File: src/rtl/line_serializer.sv
// rtl/line_serializer.sv - byte-to-serial line transmitter with optional even parity and FAS flagging
module line_serializer #(
    parameter int unsigned CLKS_PER_BIT = 868,
    parameter bit          PARITY_EN    = 1'b0
) (
    input  logic        i_clk,
    input  logic        i_rst,
    input  logic [7:0]  i_frame_data,
    input  logic        i_frame_data_valid,
    input  logic        i_frame_data_fas,
    output logic        o_frame_data_ready,
    output logic        o_tx_serial,
    output logic        o_tx_busy,
    output logic        o_fas_sent,
    output logic [15:0] o_byte_cnt
);

    typedef enum logic [2:0] {
        ST_IDLE,
        ST_START,
        ST_DATA,
        ST_PARITY,
        ST_STOP
    } state_t;

    localparam logic [15:0] BAUD_LAST = 16'(CLKS_PER_BIT - 1);

    state_t      state;
    logic [15:0] baud_cnt;
    logic [2:0]  bit_cnt;
    logic [7:0]  shift_q;
    logic        parity_q;
    logic        bit_done;

    assign bit_done = (baud_cnt == BAUD_LAST);

    // Ready is gated by reset directly so it can never be seen high while reset is held.
    assign o_frame_data_ready = (state == ST_IDLE) && !i_rst;

    always_ff @(posedge i_clk) begin
        if (i_rst) begin
            state       <= ST_IDLE;
            baud_cnt    <= 16'd0;
            bit_cnt     <= 3'd0;
            shift_q     <= 8'd0;
            parity_q    <= 1'b0;
            o_tx_serial <= 1'b1;
            o_tx_busy   <= 1'b0;
            o_fas_sent  <= 1'b0;
            o_byte_cnt  <= 16'd0;
        end else begin
            o_fas_sent <= 1'b0;
            case (state)
                ST_IDLE: begin
                    baud_cnt <= 16'd0;
                    bit_cnt  <= 3'd0;
                    if (i_frame_data_valid) begin
                        shift_q     <= i_frame_data;
                        parity_q    <= ^i_frame_data;
                        o_tx_serial <= 1'b0;
                        o_tx_busy   <= 1'b1;
                        o_fas_sent  <= i_frame_data_fas;
                        state       <= ST_START;
                    end
                end
                ST_START: begin
                    if (bit_done) begin
                        baud_cnt    <= 16'd0;
                        o_tx_serial <= shift_q[0];
                        state       <= ST_DATA;
                    end else begin
                        baud_cnt <= baud_cnt + 16'd1;
                    end
                end
                ST_DATA: begin
                    if (bit_done) begin
                        baud_cnt <= 16'd0;
                        // The shifter always presents the bit on the line at shift_q[0].
                        shift_q  <= {1'b0, shift_q[7:1]};
                        if (bit_cnt == 3'd7) begin
                            bit_cnt <= 3'd0;
                            if (PARITY_EN) begin
                                o_tx_serial <= parity_q;
                                state       <= ST_PARITY;
                            end else begin
                                o_tx_serial <= 1'b1;
                                state       <= ST_STOP;
                            end
                        end else begin
                            bit_cnt     <= bit_cnt + 3'd1;
                            o_tx_serial <= shift_q[1];
                        end
                    end else begin
                        baud_cnt <= baud_cnt + 16'd1;
                    end
                end
                ST_PARITY: begin
                    if (bit_done) begin
                        baud_cnt    <= 16'd0;
                        o_tx_serial <= 1'b1;
                        state       <= ST_STOP;
                    end else begin
                        baud_cnt <= baud_cnt + 16'd1;
                    end
                end
                ST_STOP: begin
                    if (bit_done) begin
                        baud_cnt   <= 16'd0;
                        o_tx_busy  <= 1'b0;
                        o_byte_cnt <= o_byte_cnt + 16'd1;
                        state      <= ST_IDLE;
                    end else begin
                        baud_cnt <= baud_cnt + 16'd1;
                    end
                end
                default: begin
                    baud_cnt    <= 16'd0;
                    bit_cnt     <= 3'd0;
                    o_tx_serial <= 1'b1;
                    o_tx_busy   <= 1'b0;
                    state       <= ST_IDLE;
                end
            endcase
        end
    end

endmodule
File: config.mk
export PLATFORM = sky130hd
export DESIGN_NAME = line_serializer
export DESIGN_NICKNAME = d
export VERILOG_FILES = /design/src/rtl/line_serializer.sv
export SDC_FILE = /design/constraint.sdc
export NUM_CORES = 1
export LEC_CHECK = 0
export ABC_AREA = 1
export BUFFER_PORTS_ARGS = -buffer_cell sky130_fd_sc_hd__buf_2
export CORE_ASPECT_RATIO = 1.2
export CORE_MARGIN = 5
export CORE_UTILIZATION = 40
export CTS_CLUSTER_SIZE = 30
export DETAILED_ROUTE_END_ITERATION = 6
export PLACE_DENSITY = 0.62
export SLEW_MARGIN = 10
export SYNTH_ARGS = -nofsm -noshare
export SYNTH_HDL_FRONTEND = slang
export SYNTH_SLANG_ARGS = --single-unit
File: constraint.sdc
create_clock -name i_clk -period 3.1 [get_ports i_clk]
set_clock_uncertainty 0.1 [all_clocks]
set_input_delay 0.93 -clock i_clk [delete_from_list [all_inputs] [get_ports i_clk]]
set_output_delay 0.93 -clock i_clk [all_outputs]
set_load 0.05 [all_outputs]
# [After elaboration in Yosys (flattened, before gate mapping)]
# Cells that the tools add are included.
[totals] reg_bits=49 latchBits=0 ram_bits=0 mem_bits_ro=0 output_inout_bits=20 word_cells=66 mem_count=0
[classes] n_addsub=3 n_mul=0 div=0 magnitude_cmp=0 n_eq_ne=12 shift=0 muxes=22 bitwise=6 n_reduce_logical=15
[ops] cell="$add A16 B1 Y16 const B" n=2
[ops] cell="$mux W3" n=8
[ops] cell="$eq A16 B10 Y1 const B" n=1
[ops] cell="$mux W8" n=2
[ops] cell="$pmux W8 S2" n=1
[ops] cell="$pmux W3 S5" n=1
[ops] cell="$ne A2 B2 Y1 const B" n=6
[ops] cell="$reduce_or A3 Y1" n=4
[ops] cell="$mux W1" n=7
[ops] cell="$eq A3 B2 Y1 const B" n=2
[ops] cell="$eq A3 B3 Y1 const B" n=2
[ops] cell="$not A1 Y1" n=6
[ops] cell="$pmux W3 S2" n=1
[ops] cell="$reduce_and A3 Y1" n=2
[ops] cell="$reduce_and A6 Y1" n=1
[ops] cell="$pmux W1 S5" n=1
[ops] cell="$reduce_and A5 Y1" n=1
[ops] cell="$reduce_and A2 Y1" n=2
[ops] cell="$reduce_or A4 Y1" n=1
[ops] cell="$add A3 B1 Y3 const B" n=1
[ops] cell="$eq A3 B1 Y1 const B" n=1
[ops] cell="$logic_not A3 Y1" n=1
[ops] cell="$pmux W1 S3" n=1
[ops] cell="$reduce_bool A2 Y1" n=1
[ops] cell="other kinds (2)" n=2

# [Logic depth before layout (Yosys ltp)]
# Gate-level depths: netlist of run 1.
[logic_depth] word_depth=4 ltp_mapped=10

# [Least setup slack after synthesis of run 1]
# No wires, ideal clock.
[synth_timing] kind="input port to output port" from="input port i_rst" to="output port o_frame_data_ready" t_arrival_ps=2271 slack_ps=-201 cell_stages=2 path_cell_list="clkbuf_1 > nor3_1"
[synth_via] elab_chain_cells=2
[synth_rtl] item="start: declaration" line="7" rtl="input logic i_rst,"
[synth_rtl] item="$logic_not A1 Y1" line="38" rtl="assign o_frame_data_ready = (state == ST_IDLE) && !i_rst;"
[synth_rtl] item="$logic_and A1 B1 Y1" line="38"
[synth_rtl] item="end: declaration" line="11" rtl="output logic o_frame_data_ready,"
# No other way between the ends.

# [Worst setup path after layout of run 1]
# Ends and elaborated chain as after synthesis.

==> impl_metrics.yaml, run 1 <==
synth:
  synth_nets: 437
  ys_types: 30
  yosys.area.top_type: "dfxtp_1"
  netlist_area_mm2: 0.002816
  synth_area_per_cell_um2: 6.690
  synth_cells: 421
  ys_seq_elements: 49
  synth_top_family_by_area: "simple AND/OR/NAND/NOR gates"
  yosys-top-cells-count: "nand2_1 (133), nor2_1 (59), dfxtp_1 (49), inv_1 (33), nand3_1 (26)"
  synth_compound_area_share_pct: 9.107
  synth_top_area_share_pct: 34.83
  synthArstFlopShare_pct: 0
  yosys_warnings: 0
  synth_most_common_cell: "nand2_1"
  ys_top_cells_by_area: "dfxtp_1 (35%), nand2_1 (18%), nor2_1 (7.9%)"
  synth-edff-count: 0
  synth-simple-area-share_pct: 43.36
  synth-xor-area-share_pct: 3.110
  synth_ff_type: "dfxtp_1"
  yosysSeqAreaShare_pct: 34.83
  synthMuxAreaShare_pct: 0
  synthAdderAreaFrac_pct: 1.777
floorplanning:
  die_w_um: 86.60
  num_io_pins: 32
  num_rows: 33
  die_h_um: 101.9
  dieArea_mm2: 0.008826
  core_mm2: 0.006854
  start_util_pct: 41.09
min_path:
  hold_end: "o_tx_serial"
  hold_depth: 2
  worstHoldStart: "o_tx_serial"
  min_path_type: "reg -> reg"
critical_path:
  crit_arrival_ps: 1520
  worst-r2r-setup-slack_ps: 1340
  startpoint_type: "primary input"
  criticalPathCategory: "in -> out"
  end_kind: "output port"
  r2r-end: "baud_cnt[13]"
  cp_cell_sequence: "buf_2 -> nor3_2 -> buf_2"
  worst_ep_required_time_ps: 2070
  slowest_stage: "buf_2"
  crit_path_max_incr_delay_ps: 290
  r2r-start: "state[1]"
  path_max_fanout: 2
  critPathMostFrequentCell: "buf_2"
  r2r.worst_path.cells: 6
sta:
  setup_tns_ps: 0
  tightest_slew_ps: 476.5
  rsz0062_at_grt: "false"
  slew_viol_final: 0
  fin_crit_ps: 2554
  hold_viol_final: 0
  fin_crit_sh_pct: 82.38
  relSlewSlack_pct: 68.19
  setup_violations: 0
  max_freq_mhz: 391.6
final_layout:
  multi_input_area_mm2: 0.001620
  fin_util_pct: 46.13
  finalNetCount: 468
  drive_gt1_share_pct: 17.22
  antenna_cells: 0
  syn_to_final_growth_pct: 12.26
  final-seq-area_um2: 980.9
  fillers: 743
clock_tree:
  postCtsResizedCells: 0
  cts_inserted_buffers: 5
  clockRootBuffer: "clkbuf_8"
  clk_pin_slew_ps: 90
  cts_tree: "yes"
  postCtsSetupBuffers: 0
  h-tree-depth: 2
  insertion_delay_ps: 300
  clk_path_buf_depth: 2
  clkSinkCount: 49
  hold_buffers: 0
routing:
  ant_nets: 0
  vias: 2603
  drt_pass1_iterations: 4
  drt_iter0_markers: 102
  drt-total-wl_mm: 6.305
  viasPerCell: 4.820
  drc: 0
  wire_per_inst_um: 11.68
place:
  port_buffers: 31
  dp_hpwl_mm: 4.592
  gp_congestion: 0.7991
job:
  cap_violations: 0
grt:
  antenna_found_initial: 0
  grt.overflow.total: 0
  grtUsageTotal_pct: 14.90
  grt_first_pass_wirelength_mm: 10.70
  grt_max_degree: 19
  grt_pass1_vias: 2385
pwr:
  ir_drop_mv: 0.4138
  pwr_density_cell_mw_per_mm2: 697.2
  total_leakage_power_uw: 0.001276
status:
  status: "finished, final reports clean"
sequential cells by signal, summed over array words and instances, names as in the netlist:
name,count
baud_cnt,16
bit_cnt,3
state,3
shift_q,8
o_byte_cnt,16
o_tx_serial,1
o_tx_busy,1
o_fas_sent,1
cells by family (layout without fill, tap and decap cells):
family          Yosys count  count (layout)
fa+ha+maj                 4               4
simple gates            267             267
buf+inv                  48              80
flops                    49              49
compound gates           43              43
xor+xnor                 10              10
critical path, delay by kind of cell:
family	cells	cell delay [ps]
buffers and inverters	2	420
and+or+nand+nor	1	170
worst max path at each step:
stage	end	from	slack, ps
after CTS	o_frame_data_ready	i_rst	540
after global routing	o_frame_data_ready	i_rst	510
final	o_frame_data_ready	i_rst	550
after floorplan	o_frame_data_ready	i_rst	250
after detailed placement	o_frame_data_ready	i_rst	540
after global placement	o_frame_data_ready	i_rst	540
layer usage:
layer | share of wire [%] | global-route usage (%) | vias up
met4 | 1.1 | 4.197 | 0
met3 | 4.2 | 2.742 | 7
li1 | - | - | 1406
met1 | 46 | 18.82 | 1142
met5 | 0 | 0 | -
met2 | 49 | 25.91 | 48
through the flow:
| step | cells | instance area [um^2] | total power (uW) | setup slack [ps] | hold slack [ps] |
|---|---|---|---|---|---|
| final | 540 | 3162 | 2204 | 546.3 | 354.4 |
| after global routing | 540 | 3162 | 2397 | 511.5 | 391.4 |
| after CTS | 540 | 3162 | 2243 | 535.3 | 362.6 |
| after detailed placement | 532 | 3028 | 1692 | 542.4 | 337.7 |
| after global placement | 532 | 3028 | 1663 | 539.1 | 328.8 |
| after floorplan | 421 | 2821 | 1581 | 247.4 | 317.5 |
cells in the final DEF, fill, tap and decap left out, types with 5 or more instances in the layout:
| cell | count |
|---|---|
| nand2_2 | 6 |
| a21oi_1 | 25 |
| nor2_4 | 5 |
| inv_2 | 5 |
| inv_1 | 33 |
| nand4_1 | 12 |
| buf_2 | 31 |
| dfxtp_1 | 49 |
| a21oi_2 | 11 |
| nor3_1 | 8 |
| nand3b_1 | 7 |
| o21ai_0 | 7 |
| nor2_1 | 59 |
| xor2_1 | 6 |
| clkbuf_8 | 5 |
| nand2_1 | 133 |
| nand3_1 | 26 |
where the power goes:
| part | switching (uW) | leakage [uW] | internal [uW] | total [uW] |
|---|---|---|---|---|
| sequential | 91.1 | 0.000398 | 735 | 826 |
| clock | 220 | 0.0000681 | 321 | 540 |
| combinational | 555 | 0.000810 | 284 | 838 |
layout make-up:
type,instances,area share (%)
clock buffers,5,2.176
well taps,87,3.443
inverters,39,4.670
flip-flops and latches,49,31.02
multi-input cells,324,51.25
repair buffers,33,5.382
clock inverters,3,2.058
No activity file was read; power rests on OpenSTA's default activity.
==> inputs of run 2 (changes only) <==
ABC_AREA = 0   (was 1)
PLACE_DENSITY = 0.65   (was 0.62)
clock period = 2.1 ns   (was 3.1 ns; I/O delays follow)
==> impl_metrics.yaml, run 2 <==
final_layout:
  stdcell_area_mm2: 0.002831
  largestRegisters: "baud_cnt: 16 flops, o_byte_cnt: 16 flops, shift_q: 8 flops"
  drive_gt1_share_pct: 25.96
  finalNetCount: 327
  mostFrequentLayoutCells: "nor2_1 (61), dfxtp_1 (47), buf_2 (30)"
  antenna_cells: 0
  syn_to_final_growth_pct: 18.11
  final_common_cell: "nor2_1"
  fin_cells: 394
  fillers: 581
critical_path:
  end_kind: "output port"
  slowest_stage: "dfxtp_1"
  criticalPathCategory: "reg -> out"
  crit_arrival_ps: 1300
  path_max_fanout: 7
  cp_cell_sequence: "nor4_4 -> buf_4"
  worst_ep_required_time_ps: 1370
  startpoint_type: "flip-flop"
  crit_path_max_incr_delay_ps: 400
grt:
  grtUsageTotal_pct: 14.55
  grt_max_degree: 34
  grt_first_pass_wirelength_mm: 8.852
  grt.overflow.total: 0
  antenna_found_initial: 0
  grt_pass1_vias: 1893
clock_tree:
  clk_pin_slew_ps: 90
  clk_path_buf_depth: 2
  insertion_delay_ps: 300
  h-tree-depth: 2
  clockRootBuffer: "clkbuf_8"
  cts_inserted_buffers: 5
  clkSinkCount: 49
  cts_tree: "yes"
synth:
  yosys-top-cells-count: "nor2_1 (61), dfxtp_1 (49), xnor2_1 (19), nand3_1 (13), nand2_1 (10)"
  ys_seq_elements: 49
  yosys_warnings: 0
  ys_types: 45
  synth_most_common_cell: "nor2_1"
  synth-edff-count: 0
  synth_area_per_cell_um2: 8.912
  synth_nets: 285
  yosys.area.top_type: "dfxtp_1"
  synth_cells: 269
  synth_ff_type: "dfxtp_1"
  netlist_area_mm2: 0.002397
  synthArstFlopShare_pct: 0
  ys_top_cells_by_area: "dfxtp_1 (41%), nor2_1 (9.6%), xnor2_1 (6.9%)"
  synth_top_area_share_pct: 40.92
  yosysSeqAreaShare_pct: 40.92
sta:
  max_freq_mhz: 493.6
  setup_slack_ps: 74.05
  tightest_slew_ps: 394.2
  slew_viol_final: 0
  setup_violations: 0
  whs_ps: 397.4
  fin_crit_sh_pct: 96.47
  hold_viol_final: 0
  relSlewSlack_pct: 73.72
  fin_crit_ps: 2026
  setup_tns_ps: 0
  rsz0062_at_grt: "false"
pwr:
  p_sw_share_pct: 24.59
  power.net_switching_uw: 403.1
  p_seq_share_pct: 59.1
  power_frac_comb_pct: 8.3
  p_int_uw: 1236
  total_leakage_power_uw: 0.001086
  power_frac_clock_pct: 32.6
  ir_drop_mv: 0.2735
  pwr_density_cell_mw_per_mm2: 579.0
place:
  place_ws_ps: 111.0
  gp_congestion: 0.7883
  dp.cells: 385
  dp_hpwl_mm: 3.575
  port_buffers: 31
  place_area_mm2: 0.002718
min_path:
  min_path_type: "reg -> reg"
floorplanning:
  die_h_um: 94.81
  num_rows: 31
  core_mm2: 0.005934
  die_w_um: 80.67
  start_util_pct: 40.40
  num_io_pins: 32
  dieArea_mm2: 0.007648
job:
  cap_violations: 0
routing:
  wire_per_inst_um: 13.09
  drt_iter0_markers: 99
  drc: 0
  drt_pass1_iterations: 4
  drt-total-wl_mm: 5.158
  ant_nets: 0
  viasPerCell: 5.142
  vias: 2026
status:
  status: "finished, final reports clean"
## run 2: changes by cell type after synthesis, sizes merged, moves of 6 or more
cell / previous run / this run
a21oi: 36 / 8
and4: 0 / 6
inv: 38 / 5
nor4: 0 / 14
and3: 0 / 7
nand3: 29 / 13
nand3b: 7 / 1
nand2: 141 / 11
xnor2: 4 / 19
## run 2: cell families (layout without fill, tap and decap cells)
logic type | after synthesis | count (layout) | synth area share, %
AOI/OAI and AO/OA | 28 | 28 | 8.351
xor gates and xnor gates | 28 | 28 | 10.23
adders and majority gates | 4 | 4 | 2.088
buffers and inverters | 18 | 61 | 4.332
DFF | 49 | 49 | 40.92
muxes | 1 | 1 | 0.6261
and+or+nand+nor | 141 | 141 | 33.46
## run 2: routing by layer
metal | GRT usage, % | routed length [um] | vias to the layer above
li1 | - | - | 1025
met2 | 23.14 | 2426 | 55
met1 | 19.09 | 2439 | 939
met4 | 6.620 | 82 | 0
met3 | 2.672 | 208 | 7
met5 | 0 | 0 | -
## run 2: path summary, 6_finish.rpt
kind	startpoint	endpoint	slack, ps	depth (start not counted)
worst min register to register	bit_cnt[2]	bit_cnt[2]	400	1
worst min-delay path	bit_cnt[2]	bit_cnt[2]	400	1
worst max register to register	baud_cnt[3]	o_byte_cnt[6]	130	6
worst max-delay path	state[2]	o_frame_data_ready	70	2
## run 2: final cells by class
type / count / area, um^2 / area share [%]
tap: 82 / 102.6 / 3.623
timing repair buffer: 48 / 297.8 / 10.52
clock buffer: 6 / 72.57 / 2.563
multi-input combinational: 202 / 1346 / 47.55
sequential: 49 / 983.4 / 34.73
inverter: 5 / 18.77 / 0.6628
clock inverter: 2 / 10.01 / 0.3535
## run 2: power by group through the flow
| stage | Clock, uW | Sequential [uW] | Combinational [uW] |
|---|---|---|---|
| global route | 599 | 972 | 149 |
| CTS | 563 | 969 | 138 |
| finish | 534 | 968 | 137 |
| floorplan | 0 | 1000 | 82.8 |
| detailed placement | 0 | 990 | 136 |
| global placement | 0 | 989 | 135 |
## run 2: stage by stage
stage          utilization [%]  power, uW
6_report                 47.71       1639
2_1_floorplan                -       1084
5_1_grt                  47.71       1720
3_5_place_dp             45.79       1126
3_3_place_gp             45.79       1124
4_1_cts                  47.25       1670
## run 2: worst max-delay path, delay by kind of cell (launching register included)
family	cells	cell delay, ps
AND/OR/NAND/NOR	1	350
flip-flops	1	400
buffers and inverters	1	250
## run 2: repair_timing
action | 4_1_cts | 5_1_grt
hold buffers | 0 | 0
pin swaps | 0 | 1
setup buffers | 0 | 1
resized for setup | 2 | 4
cloned | 0 | 0
endpoints found under the setup margin | 1 | 5
endpoints found under the hold margin | 0 | 0
==> inputs of run 3 (changes only) <==
GPL_TIMING_DRIVEN = 0   (was unset)
==> impl_metrics.yaml, run 3 (synthesis results as in run 2) <==
final_layout:
  final-seq-area_um2: 987.2
  mostFrequentLayoutCells: "nor2_1 (60), dfxtp_1 (46), buf_2 (32)"
  drive_gt1_share_pct: 24.60
  multi_input_area_mm2: 0.001349
  largestRegisters: "baud_cnt: 16 flops, o_byte_cnt: 16 flops, shift_q: 8 flops"
  fillers: 593
  antenna_cells: 0
  fin_util_pct: 48.07
  final_common_cell: "nor2_1"
  syn_to_final_growth_pct: 19.00
  finalNetCount: 324
critical_path:
  startpoint_type: "flip-flop"
  criticalPathCategory: "reg -> out"
  r2r-end: "o_byte_cnt[12]"
  r2r-start: "baud_cnt[0]"
  worst-r2r-setup-slack_ps: 160
  path_max_fanout: 8
  r2r.worst_path.cells: 7
  crit_path_max_incr_delay_ps: 370
  worst_ep_required_time_ps: 1370
  end_kind: "output port"
  crit_arrival_ps: 1330
  cp_cell_sequence: "buf_8 -> nor4_4 -> buf_6"
  critPathBufInv: 2
  cpLargestDelayFamily: "flip-flops"
  slowest_stage: "dfxtp_4"
routing:
  viasPerCell: 5.179
  wire_per_inst_um: 13.00
  drc: 0
  drt_pass1_iterations: 4
  ant_nets: 0
  drt_iter0_markers: 81
  vias: 2025
  drt-total-wl_mm: 5.083
pwr:
  ir_drop_mv: 0.3261
  total_leakage_power_uw: 0.001072
  pwr_density_cell_mw_per_mm2: 664.9
  power.total_uw: 1897
min_path:
  hold_end: "baud_cnt[0]"
  worstHoldStart: "baud_cnt[0]"
  hold_depth: 1
  min_path_type: "reg -> reg"
job:
  cap_violations: 0
floorplanning:
  num_io_pins: 32
  die_h_um: 94.81
  num_rows: 31
  dieArea_mm2: 0.007648
  die_w_um: 80.67
  core_mm2: 0.005934
  start_util_pct: 40.40
clock_tree:
  clk_pin_slew_ps: 90
  clockRootBuffer: "clkbuf_8"
  cts_inserted_buffers: 5
  cts_tree: "yes"
  clkSinkCount: 49
  insertion_delay_ps: 300
  clk_path_buf_depth: 2
  h-tree-depth: 2
place:
  place_ws_ps: 7.446
  port_buffers: 30
  gp_congestion: 0.8437
  dp_hpwl_mm: 3.703
sta:
  max_freq_mhz: 486.0
  setup_tns_ps: 0
  relSlewSlack_pct: 64.91
  slew_viol_final: 0
  rsz0062_at_grt: "true"
  fin_crit_ps: 2058
  fin_crit_sh_pct: 97.99
  hold_viol_final: 0
  tightest_slew_ps: 526.4
  setup_violations: 0
  setup_slack_ps: 42.23
grt:
  grt.overflow.total: 0
  grtUsageTotal_pct: 14.26
  antenna_found_initial: 0
  grt_first_pass_wirelength_mm: 8.652
  grt_max_degree: 16
  grt_pass1_vias: 1929
status:
  status: "finished, final reports clean"
run 3: changes by cell type in the layout (fill, tap and decap cells not counted), moves of 2 or more:
cell       previous run  this run
buf_2                30        32
buf_4                17         5
buf_6                 0         3
bufinv_16             0         2
clkbuf_1              1         4
nor4_1                5         8
nor4_2                5         2
run 3: metrics by stage:
stage / std cells / hold WS (ps) / area, um^2
floorplan: 269 / 337.9 / 2412
global placement: 381 / 361.8 / 2665
detailed placement: 381 / 378.1 / 2665
CTS: 388 / 402.5 / 2810
global route: 391 / 414.4 / 2853
finish: 391 / 389.2 / 2853
run 3: timing repair:
action                                  in CTS  in global routing
hold buffers                                 0                  0
endpoints found under the setup margin       6                 29
cloned                                       0                  0
resized for setup                            4                  7
pin swaps                                    2                  3
buffers inserted                             0                  3
run 3: report_power, final:
group | total [uW] | switching (uW) | leakage [uW] | internal (uW)
registers | 967 | 16.6 | 0.000399 | 950
logic | 148 | 87.8 | 0.000605 | 59.9
clock network | 782 | 309 | 0.0000681 | 473
run 3: area by class of cell:
class                      instances  area share [%]
multi-input combinational        202           47.28
sequential                        49           34.61
timing repair buffer              33           6.272
tap                               82           3.596
buffer                            12           2.895
clock buffer                       5           2.412
clock inverter                     3           2.281
inverter                           5          0.6579
run 3: how the worst max path moves through the flow:
stage / from / end / depth (start not counted)
after floorplan: i_rst / o_frame_data_ready / 2
after global placement: baud_cnt[0] / bit_cnt[0] / 6
after detailed placement: baud_cnt[0] / bit_cnt[0] / 6
after CTS: state[2] / o_frame_data_ready / 3
after global routing: state[0] / o_frame_data_ready / 3
final: state[0] / o_frame_data_ready / 3
run 3: routing by layer:
| layer | share of wire, % | global-route usage [%] | vias to the layer above |
|---|---|---|---|
| met5 | 0 | 0 | - |
| met1 | 47 | 18.51 | 952 |
| met4 | 1.5 | 5.211 | 0 |
| met2 | 47 | 22.79 | 37 |
| li1 | - | - | 1030 |
| met3 | 4.4 | 3.626 | 6 |
